==> src/rtl/mem_port_arbiter.sv <==
// Purpose : shares one memory port between the fetch stage (read-only) and the MEM stage
//           (read/write); data side has priority, fetch is forced after STARVE_LIMIT
//           consecutive data grants that overtook a pending fetch.
// Latency : request seen in IDLE at cycle 0 -> mem_req at 1 -> mem_ack at k -> ack at k+1.
// Backpressure: one access outstanding; requesters hold req/payload and stall until their ack.
// Ports:
//   clk, reset                 clock, synchronous active-high reset
//   i_req/i_addr/i_rdata/i_ack fetch requester handshake
//   d_req/d_we/d_addr/d_wdata/d_strb/d_rdata/d_ack  data requester handshake
//   mem_req/we/addr/wdata/strb/rdata/ack  shared memory port
//   stall_fetch/stall_mem      per-requester stalls to the hazard unit
//   err                        sticky flag: mem_ack arrived while no access was waiting
module mem_port_arbiter #(
  parameter int ADDR_W       = 32,
  parameter int DATA_W       = 32,
  parameter int STARVE_LIMIT = 4
) (
  input  logic                clk,
  input  logic                reset,
  input  logic                i_req_arb_i,
  input  logic [ADDR_W-1:0]   i_addr_arb_i,
  output logic [DATA_W-1:0]   i_rdata_arb_o,
  output logic                i_ack_arb_o,
  input  logic                d_req_arb_i,
  input  logic                d_we_arb_i,
  input  logic [ADDR_W-1:0]   d_addr_arb_i,
  input  logic [DATA_W-1:0]   d_wdata_arb_i,
  input  logic [DATA_W/8-1:0] d_strb_arb_i,
  output logic [DATA_W-1:0]   d_rdata_arb_o,
  output logic                d_ack_arb_o,
  output logic                mem_req_arb_o,
  output logic                mem_we_arb_o,
  output logic [ADDR_W-1:0]   mem_addr_arb_o,
  output logic [DATA_W-1:0]   mem_wdata_arb_o,
  output logic [DATA_W/8-1:0] mem_strb_arb_o,
  input  logic [DATA_W-1:0]   mem_rdata_arb_i,
  input  logic                mem_ack_arb_i,
  output logic                stall_fetch_arb_o,
  output logic                stall_mem_arb_o,
  output logic                err_arb_o
);

  localparam int STRB_W = DATA_W / 8;
  localparam int CNT_W  = $clog2(STARVE_LIMIT + 1);
  localparam logic [CNT_W-1:0] STARVE_MAX = CNT_W'(STARVE_LIMIT);

  typedef enum logic [1:0] {
    IDLE = 2'd0,
    WAIT = 2'd1,
    RESP = 2'd2
  } state_t;

  state_t              state_q;
  logic                owner_data_q;   // 1: current access belongs to the data side
  logic [CNT_W-1:0]    starve_cnt_q;
  logic                mem_req_q;
  logic                mem_we_q;
  logic [ADDR_W-1:0]   mem_addr_q;
  logic [DATA_W-1:0]   mem_wdata_q;
  logic [STRB_W-1:0]   mem_strb_q;
  logic [DATA_W-1:0]   rdata_q;
  logic                i_ack_q;
  logic                d_ack_q;
  logic                err_q;

  logic fetch_forced;
  logic grant_data;
  logic grant_fetch;

  // Fetch overrides data priority once it has been overtaken STARVE_LIMIT times in a row.
  assign fetch_forced = i_req_arb_i && (starve_cnt_q == STARVE_MAX);
  assign grant_data   = d_req_arb_i && !fetch_forced;
  assign grant_fetch  = i_req_arb_i && !grant_data;

  always_ff @(posedge clk) begin
    if (reset) begin
      state_q      <= IDLE;
      owner_data_q <= 1'b0;
      starve_cnt_q <= '0;
      mem_req_q    <= 1'b0;
      mem_we_q     <= 1'b0;
      mem_addr_q   <= '0;
      mem_wdata_q  <= '0;
      mem_strb_q   <= '0;
      rdata_q      <= '0;
      i_ack_q      <= 1'b0;
      d_ack_q      <= 1'b0;
      err_q        <= 1'b0;
    end else begin
      if (mem_ack_arb_i && (state_q != WAIT)) begin
        err_q <= 1'b1;
      end
      // A fetch that is not waiting cannot be starving; later assignments below override.
      if (!i_req_arb_i) begin
        starve_cnt_q <= '0;
      end

      case (state_q)
        IDLE: begin
          if (grant_data) begin
            owner_data_q <= 1'b1;
            mem_req_q    <= 1'b1;
            mem_we_q     <= d_we_arb_i;
            mem_addr_q   <= d_addr_arb_i;
            mem_wdata_q  <= d_wdata_arb_i;
            mem_strb_q   <= d_we_arb_i ? d_strb_arb_i : '0;
            if (i_req_arb_i && (starve_cnt_q != STARVE_MAX)) begin
              starve_cnt_q <= starve_cnt_q + CNT_W'(1);
            end
            state_q      <= WAIT;
          end else if (grant_fetch) begin
            owner_data_q <= 1'b0;
            mem_req_q    <= 1'b1;
            mem_we_q     <= 1'b0;
            mem_addr_q   <= i_addr_arb_i;
            mem_wdata_q  <= '0;
            mem_strb_q   <= '0;
            starve_cnt_q <= '0;
            state_q      <= WAIT;
          end
        end
        WAIT: begin
          if (mem_ack_arb_i) begin
            mem_req_q <= 1'b0;
            rdata_q   <= mem_rdata_arb_i;
            i_ack_q   <= !owner_data_q;
            d_ack_q   <= owner_data_q;
            state_q   <= RESP;
          end
        end
        RESP: begin
          // Returning through IDLE gives the requester one cycle to retire its req.
          i_ack_q <= 1'b0;
          d_ack_q <= 1'b0;
          state_q <= IDLE;
        end
        default: begin
          state_q <= IDLE;
        end
      endcase
    end
  end

  assign i_rdata_arb_o     = rdata_q;
  assign d_rdata_arb_o     = rdata_q;
  assign i_ack_arb_o       = i_ack_q;
  assign d_ack_arb_o       = d_ack_q;
  assign mem_req_arb_o     = mem_req_q;
  assign mem_we_arb_o      = mem_we_q;
  assign mem_addr_arb_o    = mem_addr_q;
  assign mem_wdata_arb_o   = mem_wdata_q;
  assign mem_strb_arb_o    = mem_strb_q;
  assign err_arb_o         = err_q;
  assign stall_fetch_arb_o = i_req_arb_i && !i_ack_q;
  assign stall_mem_arb_o   = d_req_arb_i && !d_ack_q;

endmodule
==> config.mk <==
export PLATFORM = sky130hd
export DESIGN_NAME = mem_port_arbiter
export DESIGN_NICKNAME = d
export VERILOG_FILES = /design/src/rtl/mem_port_arbiter.sv
export SDC_FILE = /design/constraint.sdc
export NUM_CORES = 1
export LEC_CHECK = 0
export ABC_AREA = 0
export CORE_MARGIN = 2
export CORE_UTILIZATION = 35
export CTS_BUF_LIST = sky130_fd_sc_hd__clkbuf_8
export DETAILED_ROUTE_END_ITERATION = 7
export PLACE_DENSITY = 0.85
export SYNTH_ARGS = -nofsm -noshare
export SYNTH_HDL_FRONTEND = slang
export SYNTH_SLANG_ARGS = --single-unit
==> constraint.sdc <==
create_clock -name clk -period 1.4 [get_ports clk]
set_input_delay 0.21 -clock clk [delete_from_list [all_inputs] [get_ports clk]]
set_output_delay 0.21 -clock clk [all_outputs]
set_load 0.03 [all_outputs]
# Word level (Yosys, flattened, before mapping)
# Cells that the tools add are included.
[word_totals]
register_bits = 111
latch_bits = 0
ramBits = 0
mem_bits_ro = 0
inputBits = 138
output_inout_bits = 139
elab_cells = 68
mem_count = 0
[classes]
add_sub_neg = 1
mul = 0
n_div = 0
magnitude_cmp = 0
eq_ne = 7
shifts = 0
muxes = 27
bitwise_logic = 0
reduce_logical = 21
[ops]
columns = ["cell", "n"]
rows = [
  ["32-bit 2-to-1 mux", 4],
  ["3-bit 2-to-1 mux", 5],
  ["4-bit 2-to-1 mux", 3],
  ["1-bit 2-to-1 mux", 8],
  ["2-bit AND reduction", 4],
  ["1-bit logical AND", 7],
  ["2-bit 2-to-1 mux", 3],
  ["3-bit inequality test, second input constant", 2],
  ["1-bit case mux with 2 select lines", 3],
  ["2-bit nonzero test", 3],
  ["1-bit logical NOT", 5],
  ["2-bit case mux with 2 select lines", 1],
  ["3-bit by 1-bit adder with 3-bit output, second input constant", 1],
  ["3-bit == test, second input constant", 1],
  ["3-bit AND reduction", 1],
  ["2-bit by 1-bit == test with 1-bit output, second input constant", 1],
  ["2-bit == test, second input constant", 1],
  ["2-bit logical NOT", 1],
  ["2-bit by 1-bit inequality test with 1-bit output, second input constant", 1],
  ["2-bit inequality test, second input constant", 1],
]

# Depth between registers and ports, before layout
[depth]
ltp_word = 9
mapped_depth = 6
depth_no_buf = 5

# Worst setup path after synthesis
# OpenSTA, ideal clock, no wires.
[synth_timing]
path_type = "register to register"
startpoint = "register starve_cnt_q[0]"
endpoint = "register mem_addr_q[10], in the netlist mem_addr_arb_o[10]"
setup_time_ns = 0.091
arrival_time_ns = 1.342
required_ns = 1.309
path_slack_ns = -0.033
path_stages_with_launch = 7
path_buffers = 1
period_less_slack_ns = 1.433
cell_sequence = "dfxtp_1 inv_1 ha_1 nand3_2 clkbuf_1 nand3_1 a311oi_1"
[synth_between]
elab_chain_cells = 8
elab_cells_between_ends = 9
classes_between = "1 x eq/ne; 1 x mux; 7 x reduce/logical"
[synth_rtl]
columns = ["item", "line_no", "rtl"]
rows = [
  ["from (decl)", "55", "logic [CNT_W-1:0] starve_cnt_q;"],
  ["from (signal assigned)", "108", "starve_cnt_q <= starve_cnt_q + CNT_W'(1);"],
  ["3-bit == test (*)", "71", "assign fetch_forced = i_req_arb_i && (starve_cnt_q == STARVE_MAX);"],
  ["1-bit logical AND (*)", "71", ""],
  ["1-bit logical NOT (*)", "72", "assign grant_data = d_req_arb_i && !fetch_forced;"],
  ["1-bit logical AND (*)", "72", ""],
  ["1-bit logical NOT", "73", "assign grant_fetch = i_req_arb_i && !grant_data;"],
  ["1-bit logical AND", "73", ""],
  ["2-bit nonzero test (no line)", "-", ""],
  ["2-bit AND reduction (no line)", "-", ""],
  ["to (signal assigned)", "104", "mem_addr_q <= d_addr_arb_i;"],
  ["to (signal assigned)", "115", "mem_addr_q <= i_addr_arb_i;"],
  ["to (decl)", "58", "logic [ADDR_W-1:0] mem_addr_q;"],
]
# Mark *: on every way between the ends. The rest lies on a longest branch, timed or not.
# A chain may end at the register's enable or synchronous reset.

# Worst setup path in the final report
[layout_timing]
startpoint = "register starve_cnt_q[0]"
endpoint = "register mem_addr_q[11], in the netlist mem_addr_arb_o[11]"
# The elaborated chain is that of the path after synthesis.

==> summary.md <==
| Metric | Value |
|---|---|
| Fmax | slightly below 700 MHz |
| Post-synthesis sequential area ratio | 47.5% |
| Core area | 13100 µm² |
| Top-count cell post-synth | dfxtp_1 |
| Die span in x | between 100 and 150 µm |
| Detailed Route WL | between 15 and 20 mm |
| CP Class | reg2reg |
| DIE HEIGHT | between 100 and 150 µm |
| Hold Path Class | in2reg |
| TritonCTS Buffers | 9 |
| Worst Clk Skew | approximately 0.012 ns |
| Crit path DAT | around 1.8 ns |
| Unrepaired setup endpoints after global routing | true |
| # rows | 42 |
| Die area | between 10000 and 15000 µm² |
| Status | finished with violations |
| HPWL after detailed placement | 11.0 mm |
| P per Cell Area | around 1000 nW/µm² |
| Root buffer cell | clkbuf_8 |
| Initial antenna violation count | 3 |
| Worst EP required | 1.70 ns |
| First-pass GRT wire length | 24.8 mm |
| Final min period | 1.47 ns |
| Post-Syn Area | around 4700 µm² |
| Clk slew on worst S/H paths | between 0.1 and 0.15 ns |
| Fin Setup TNS | -0.663 ns |
| Routability Congestion | approximately 0.8 |
| Worst-Skew Late Latency | roughly 0.38 ns |
| CP startpoint kind | flop |
| LEAKAGE | between 3 and 4 nW |
| Inst Count DP | around 900 |
| Max-cap violations | 0 |
| Yosys warning count | 0 |
| Violated checks | negative setup slack |
| Vias/cell | ~5.5 |
| Vias in the first global route | between 4000 and 5000 |
| TritonCTS clock tree | yes |
| Post-synth top cells | dfxtp_1, a21oi_1, o21ai_0 |
| FF+latch count, synth | around 110 |
| DR vias | 5173 |
| Critical Path Fanout Max | 8 |
| Layout Nets | 904 |
| Initial core utilization | a little over a third |
| Synth area leader | dfxtp_1 |
| Max Slew Vio Count | 0 |
| Distinct cells, synth | 35 |
| Ranking of synthesized cells by area | dfxtp_1, a21oi_1, o21ai_0 |
| CTS Sinks | between 100 and 150 |
| DRT antenna net count | 0 |
| Synth Flop Type | dfxtp_1 |
| Async set or reset register ratio after synthesis | 0% |
| Pre-antenna DRT Iters | 5 |
| Mapped Cells | 523 |
| Final setup viols | 24 |
| GRT Overall Usage | roughly 22% |
| VDD IR max | slightly above 700 µV |
| Layout cell share with drive strength beyond 1 | between 10% and 20% |
| Total power | roughly 8 mW |
| Fin crit share | 105% |
| WL per Instance | roughly 18 µm |
| DR iter-0 viols | 524 |
| CTS H-tree lvls | 3 |
| Pre-CTS setup slack | -0.297 ns |
| Final Worst Setup Slack | -0.0741 ns |
| Grt ovf | 0 |
| Post-route DRC | 0 |
| IO Port Bufs | 276 |
| Final Hold Violating Endpoints | 0 |
| Area grow syn2layout | 69.4% |
| Syn nets | 663 |
| CTS Hold Bufs | 0 |
| Synth Area per Inst | a little under 9 µm² |
| Top cell type's share of synthesized area | 47.5% |
| Number of synthesized flops with an enable pin | 0 |
| Fin cells | about 950 |
| Clk buf depth | 2 |
| CP endpoint kind | flop |
| Tightest Pin Transition | between 0.4 and 0.5 ns |
| Largest net degree at the start of global routing | 42 |
| Slew headroom | 67.1% |
| Top-Level Pins | around 280 |
## what timing repair did
item                       4_1_cts  5_1_grt
resized for setup              175      117
buffers inserted                 1        1
setup endpoints to repair      169       95
gates cloned                     2        4
pin swaps                        1       27
## area by class of cell
class | count | area (µm²)
diodes | 3 | 7.51
clock buffers | 10 | 138
clock inverters | 6 | 91.3
fillers | 1123 | 5210
inverters | 4 | 15.0
multi-input cells | 319 | 2040
flip-flops and latches | 111 | 2230
well taps | 176 | 220
repair buffers | 319 | 3190
## per-stage QoR
stage                     hold WS, ns  util (%)  cell area (µm²)
after CTS                      0.0685      58.8             7730
after global placement          0.447      57.4             7550
after global routing           0.0789      60.4             7930
after floorplan                 0.336         -             4680
final                          0.0924      60.4             7930
after detailed placement        0.454      57.4             7550
## worst max-delay path, cell delays in order, from the launching register on
cell	delay, ns
dfxtp_2	0.34
inv_2	0.07
ha_4	0.15
and3_4	0.28
clkbuf_16	0.18
o21ai_0	0.09
a311oi_1	0.28
## cell families (layout without fill, tap and decap cells)
group           after synthesis  after routing  synth area share, %
compound gates              217            217                 28.6
simple gates                100            100                 11.9
flops                       111            111                 47.5
other cells                   0              3                    0
fa+ha+maj                     2              2                0.535
buf+inv                      93            339                 11.4
## report_power, final
group	leakage, nW	internal (mW)	switching [mW]
clock network	0.117	1.07	1.16
registers	0.913	3.39	0.129
logic	2.20	0.990	1.23
total	3.23	5.44	2.52
## layout by cell type (no fill, tap or decap), drive strengths merged, types with 5 or more instances in the layout
master / netlist / routed
a21oi: 77 / 77
clkdlybuf4s15: 0 / 53
dfxtp: 111 / 111
a311oi: 32 / 32
o21ai: 73 / 73
clkdlybuf4s50: 0 / 134
a22o: 32 / 32
nand4: 6 / 6
clkbuf: 21 / 29
inv: 4 / 5
buf: 68 / 45
nand2: 5 / 5
nor2: 6 / 6
dlygate4sd2: 0 / 68
nand3: 68 / 68
nor3b: 5 / 5
## final timing paths
check	startpoint	endpoint	slack [ns]	cells past startpoint
worst max-delay path	starve_cnt_q[0]$_SDFF_PP0_	mem_addr_arb_o[11]$_SDFFE_PP0P_	-0.07	6
worst min-delay path	reset	err_arb_o$_SDFFE_PP0P_	0.09	2
worst max register to register	starve_cnt_q[0]$_SDFF_PP0_	mem_addr_arb_o[11]$_SDFFE_PP0P_	-0.07	6
worst min register to register	err_arb_o$_SDFFE_PP0P_	err_arb_o$_SDFFE_PP0P_	0.47	2
## sequential cells by signal (all words and copies together) (netlist names)
| signal | cells |
|---|---|
| mem_we_arb_o | 1 |
| err_arb_o | 1 |
| starve_cnt_q | 3 |
| owner_data_q | 1 |
| mem_strb_arb_o | 4 |
| mem_req_arb_o | 1 |
| d_ack_arb_o | 1 |
| state_q | 2 |
| d_rdata_arb_o | 32 |
| i_ack_arb_o | 1 |
| mem_addr_arb_o | 32 |
| mem_wdata_arb_o | 32 |
## layer usage
layer | global-route usage (%) | vias to the layer above | part of all wire (%)
met4 | 12.1 | 0 | 4.6
met2 | 36.1 | 289 | 49
li1 | - | 2393 | -
met5 | 0 | - | 0
met1 | 25.2 | 2431 | 37
met3 | 6.27 | 60 | 9.3
No activity file was read; power rests on OpenSTA's default activity.
